`config.mk`:
```
export PLATFORM = sky130hd
export DESIGN_NAME = siso_serial_arbiter
export DESIGN_NICKNAME = d
export VERILOG_FILES = /design/src/rtl/siso_serial_arbiter.sv
export SDC_FILE = /design/constraint.sdc
export NUM_CORES = 1
export LEC_CHECK = 0
export ABC_AREA = 1
export CAP_MARGIN = 20
export CORE_MARGIN = 4
export CORE_UTILIZATION = 45
export DETAILED_ROUTE_END_ITERATION = 7
export GPL_TIMING_DRIVEN = 0
export MAX_ROUTING_LAYER = met4
export PLACE_DENSITY_LB_ADDON = 0.15
export SYNTH_ARGS = -nofsm -noshare
export SYNTH_HDL_FRONTEND = slang
export SYNTH_SLANG_ARGS = --single-unit
```
`constraint.sdc`:
```
create_clock -name clk -period 1.39 [get_ports clk]
set_clock_uncertainty 0.15 [all_clocks]
set_input_delay 0.417 -clock clk [delete_from_list [all_inputs] [get_ports clk]]
set_output_delay 0.417 -clock clk [all_outputs]
set_load 0.03 [all_outputs]
```
`src/rtl/siso_serial_arbiter.sv`:
```
// Two-client round-robin front end for the serial shift lane.
// Granted word goes out MSB first, followed by a fixed idle gap.
module siso_serial_arbiter #(
    parameter int bits = 8,
    parameter int GAP  = 2
) (
    input  logic            clk,
    input  logic            rst,
    input  logic            req0_valid,
    input  logic [bits-1:0] req0_data,
    output logic            req0_ready,
    input  logic            req1_valid,
    input  logic [bits-1:0] req1_data,
    output logic            req1_ready,
    output logic            s_out,
    output logic            s_valid,
    output logic            s_owner,
    output logic            busy,
    output logic            done
);

    localparam int CW = $clog2(bits);
    localparam int GW = (GAP > 1) ? $clog2(GAP) : 1;

    localparam logic [CW-1:0] CNT_LAST = CW'(bits - 1);
    localparam logic [GW-1:0] GAP_LAST = GW'((GAP > 0) ? GAP - 1 : 0);

    localparam logic [1:0] ST_IDLE  = 2'd0;
    localparam logic [1:0] ST_SHIFT = 2'd1;
    localparam logic [1:0] ST_GAP   = 2'd2;

    logic [1:0]      state_q, state_d;
    logic [bits-1:0] shift_q, shift_d;
    logic [CW-1:0]   cnt_q, cnt_d;
    logic [GW-1:0]   gcnt_q, gcnt_d;
    logic            ptr_q, ptr_d;
    logic            owner_q, owner_d;
    logic            done_q, done_d;

    logic idle;
    logic grant0;
    logic grant1;

    assign idle = (state_q == ST_IDLE);

    // Pointer requester has priority; the other wins only when it is alone.
    always_comb begin
        grant0 = 1'b0;
        grant1 = 1'b0;
        if (!ptr_q) begin
            grant0 = req0_valid;
            grant1 = req1_valid & ~req0_valid;
        end else begin
            grant1 = req1_valid;
            grant0 = req0_valid & ~req1_valid;
        end
    end

    assign req0_ready = rst & idle & grant0;
    assign req1_ready = rst & idle & grant1;

    always_comb begin
        state_d = state_q;
        shift_d = shift_q;
        cnt_d   = cnt_q;
        gcnt_d  = gcnt_q;
        ptr_d   = ptr_q;
        owner_d = owner_q;
        done_d  = 1'b0;
        case (state_q)
            ST_IDLE: begin
                if (grant0 || grant1) begin
                    shift_d = grant1 ? req1_data : req0_data;
                    owner_d = grant1;
                    ptr_d   = ~grant1;
                    cnt_d   = '0;
                    state_d = ST_SHIFT;
                end
            end
            ST_SHIFT: begin
                shift_d = {shift_q[bits-2:0], 1'b0};
                cnt_d   = cnt_q + CW'(1);
                if (cnt_q == CNT_LAST) begin
                    done_d  = 1'b1;
                    cnt_d   = '0;
                    gcnt_d  = '0;
                    state_d = (GAP > 0) ? ST_GAP : ST_IDLE;
                end
            end
            ST_GAP: begin
                if (gcnt_q == GAP_LAST) begin
                    gcnt_d  = '0;
                    state_d = ST_IDLE;
                end else begin
                    gcnt_d = gcnt_q + GW'(1);
                end
            end
            default: state_d = ST_IDLE;
        endcase
    end

    always_ff @(posedge clk or negedge rst) begin
        if (!rst) begin
            state_q <= ST_IDLE;
            shift_q <= '0;
            cnt_q   <= '0;
            gcnt_q  <= '0;
            ptr_q   <= 1'b0;
            owner_q <= 1'b0;
            done_q  <= 1'b0;
        end else begin
            state_q <= state_d;
            shift_q <= shift_d;
            cnt_q   <= cnt_d;
            gcnt_q  <= gcnt_d;
            ptr_q   <= ptr_d;
            owner_q <= owner_d;
            done_q  <= done_d;
        end
    end

    assign s_valid = (state_q == ST_SHIFT);
    assign s_out   = s_valid & shift_q[bits-1];
    assign s_owner = owner_q;
    assign busy    = ~idle;
    assign done    = done_q;

endmodule

```
==> results.yml <==
worst_setup_path:
  critical_path.max_fanout: 2
  crit_path_start_kind: "flop"
  end_kind: "output port"
  crit_type: "reg2out"
  cp_data_required_time_ns: 0.82
  crit_arrival_ns: 1.29
placed_design:
  dp_hpwl_mm: 1.62
  placed_cells: 177
  place_congestion: 0.812
  port_buffers: 26
  placed_area_um2: 1250
floorplan:
  die_x_um: 53.1
  rows: 16
  core_area_um2: 1940
  num_io_pins: 27
  die_y_um: 53.1
  dieArea_um2: 2820
  start_util: 0.471
sta:
  worst_pin_slew_ns: 0.415
  fmax_mhz: 539
  setup_viol: 10
  slew_headroom: 0.723
  worst_slack_ns: -0.465
  final.period_utilization: 1.33
  slew_viol_final: 0
  rsz0062_at_grt: "yes"
  period_needed_ns: 1.85
  hold_violations: 17
  fin_hold_ws_ns: -0.0902
global_route:
  overflow: 0
  grt_pass1_wl_mm: 3.80
  grt_pass1_vias: 876
  antenna_found_initial: 0
  grt_max_degree: 19
  grt_usage: 0.183
route:
  via_count: 959
  vias_per_cell: 4.97
  wl_mm: 2.49
  drt_pass1_iterations: 4
  wl_per_cell_um: 12.9
  route.detailed.drc: 0
  ant_nets: 0
  drtIter0Drc: 16
min_path:
  hold_class: "in2async"
final_layout:
  syn_to_final_growth_pct: 68.4
  final_common_cell: "nand2_1"
  final_cells: 193
  fillers: 138
  antenna_cells: 0
  drive_gt1_frac: 0.337
  nets: 189
  final_cell_mix: "nand2_1 (42), dfrtp_1 (16), clkdlybuf4s50_1 (16), nor2_1 (14), buf_6 (12)"
  design_area_um2: 1540
yosys:
  ys_seq_area_frac: 0.465
  syn_avg_cell_area_um2: 7.38
  synth_warnings: 0
  netlist_instances: 124
  synth-seq-cells: 17
  syn-num-nets: 146
  synth_area_um2: 915
  yosysUniqueCellTypes: 17
power_and_ir_drop:
  seq_power_share: 0.282
  switching_power_mw: 1.28
  p_leak_nw: 0.749
  p_comb_frac: 0.636
  p_clk_frac: 0.082
  peakVddDrop_uv: 1290
  p_sw_frac: 0.416
  p_per_area_nw_per_um2: 1990
  internal_power_mw: 1.79
outcome:
  violations: "hold timing, setup timing"
  status: "complete, but fails checks"
run:
  maxCapViolCount: 0
clock_network:
  numCtsBuffers: 3
  path_clk_slew_ns: 0.09
  clockRootBuffer: "clkbuf_4"
  cts_max_level: 1
  clkSinkCount: 17
  cts_tree: "done"
  clockBufferDepth: 2
  clk_latency_ns: 0.28
-- kinds of logic after synthesis --
family	synth area share
and+or+nand+nor	0.406
AOI/OAI and AO/OA	0.0356
buffers and inverters	0.0657
adders and majority gates	0.0274
DFF	0.465
-- repair_timing --
item / CTS / global route
endpoints found under the hold margin: 17 / 17
pin swaps: 3 / 10
cloned: 0 / 2
setup buffers: 7 / 5
endpoints found under the setup margin: 20 / 20
gates resized for setup: 64 / 35
-- synth_stat cells --
master,n,area share
nor2_2,1,0.0068
o21ai_0,3,0.016
nor2_1,17,0.070
o21ai_1,1,0.0055
a21oi_1,1,0.0055
inv_1,9,0.037
dfrtp_1,17,0.47
o21a_1,1,0.0082
nand2_2,4,0.027
nand2_4,1,0.012
inv_2,1,0.0041
buf_6,2,0.025
nor3b_1,1,0.0082
ha_1,2,0.027
nand2_1,48,0.20
nand3b_1,1,0.0082
nand3_1,14,0.077
-- through the flow --
step	util	total power [mW]	hold WS (ns)	TNS, ns	setup WS [ns]
after global routing	0.793	3.33	-0.0691	-2.81	-0.529
after global placement	0.644	2.13	0.304	-14.97	-1.70
after CTS	0.702	2.65	-0.0803	-1.93	-0.495
final	0.793	3.07	-0.0902	-2.22	-0.465
after floorplan	-	1.78	-0.0286	-0.295	-0.178
after detailed placement	0.644	2.17	0.313	-15.60	-1.72
-- routing by layer --
| metal | up-vias | global-route usage | share of wire |
|---|---|---|---|
| met5 | - | - | 0 |
| met4 | 0 | 0.0383 | 0.016 |
| met3 | 6 | 0.0282 | 0.046 |
| met2 | 29 | 0.310 | 0.49 |
| met1 | 450 | 0.233 | 0.45 |
| li1 | 474 | - | - |
-- worst paths after layout --
check	slack (ns)	depth (start not counted)	startpoint	endpoint
worst max register to register	-0.04	8	state_q[0]	shift_q[7]
worst min register to register	0.34	2	cnt_q[1]	cnt_q[1]
min in group clk	0.34	2	cnt_q[1]	cnt_q[1]
worst max-delay path	-0.46	4	state_q[0]	req0_ready
max in group asynchronous	0.87	1	rst	state_q[0]
worst min-delay path	-0.09	1	rst	state_q[1]
-- critical path, cell delays in order (launching register included) --
cell     delay (ns)
dfrtp_2        0.45
nor2_4         0.15
nand2_4        0.08
nor3b_4        0.19
buf_6          0.15
-- state kept, by name, summed over array words and instances (netlist names) --
register and cells:
shift_q 8, state_q 2, cnt_q 3, ptr_q 1, s_owner 1, gcnt_q 1, done 1
-- final cells by class --
| type | instances | area [µm²] | share of cell area |
|---|---|---|---|
| Timing Repair Buffer | 38 | 409 | 0.266 |
| Buffer | 2 | 30.0 | 0.0195 |
| Inverter | 10 | 43.8 | 0.0284 |
| Clock buffer | 4 | 26.3 | 0.0171 |
| Sequential cell | 17 | 427 | 0.277 |
| Multi-Input combinational cell | 95 | 571 | 0.370 |
| Tap cell | 27 | 33.8 | 0.0219 |
-- power by group through the flow --
stage | clock network, mW | logic, mW | registers [mW]
2_1_floorplan | 0 | 0.913 | 0.869
3_3_place_gp | 0 | 1.29 | 0.848
3_5_place_dp | 0 | 1.32 | 0.856
4_1_cts | 0.262 | 1.54 | 0.854
5_1_grt | 0.280 | 2.17 | 0.883
6_report | 0.253 | 1.95 | 0.865
No activity file was read; power rests on OpenSTA's default activity.
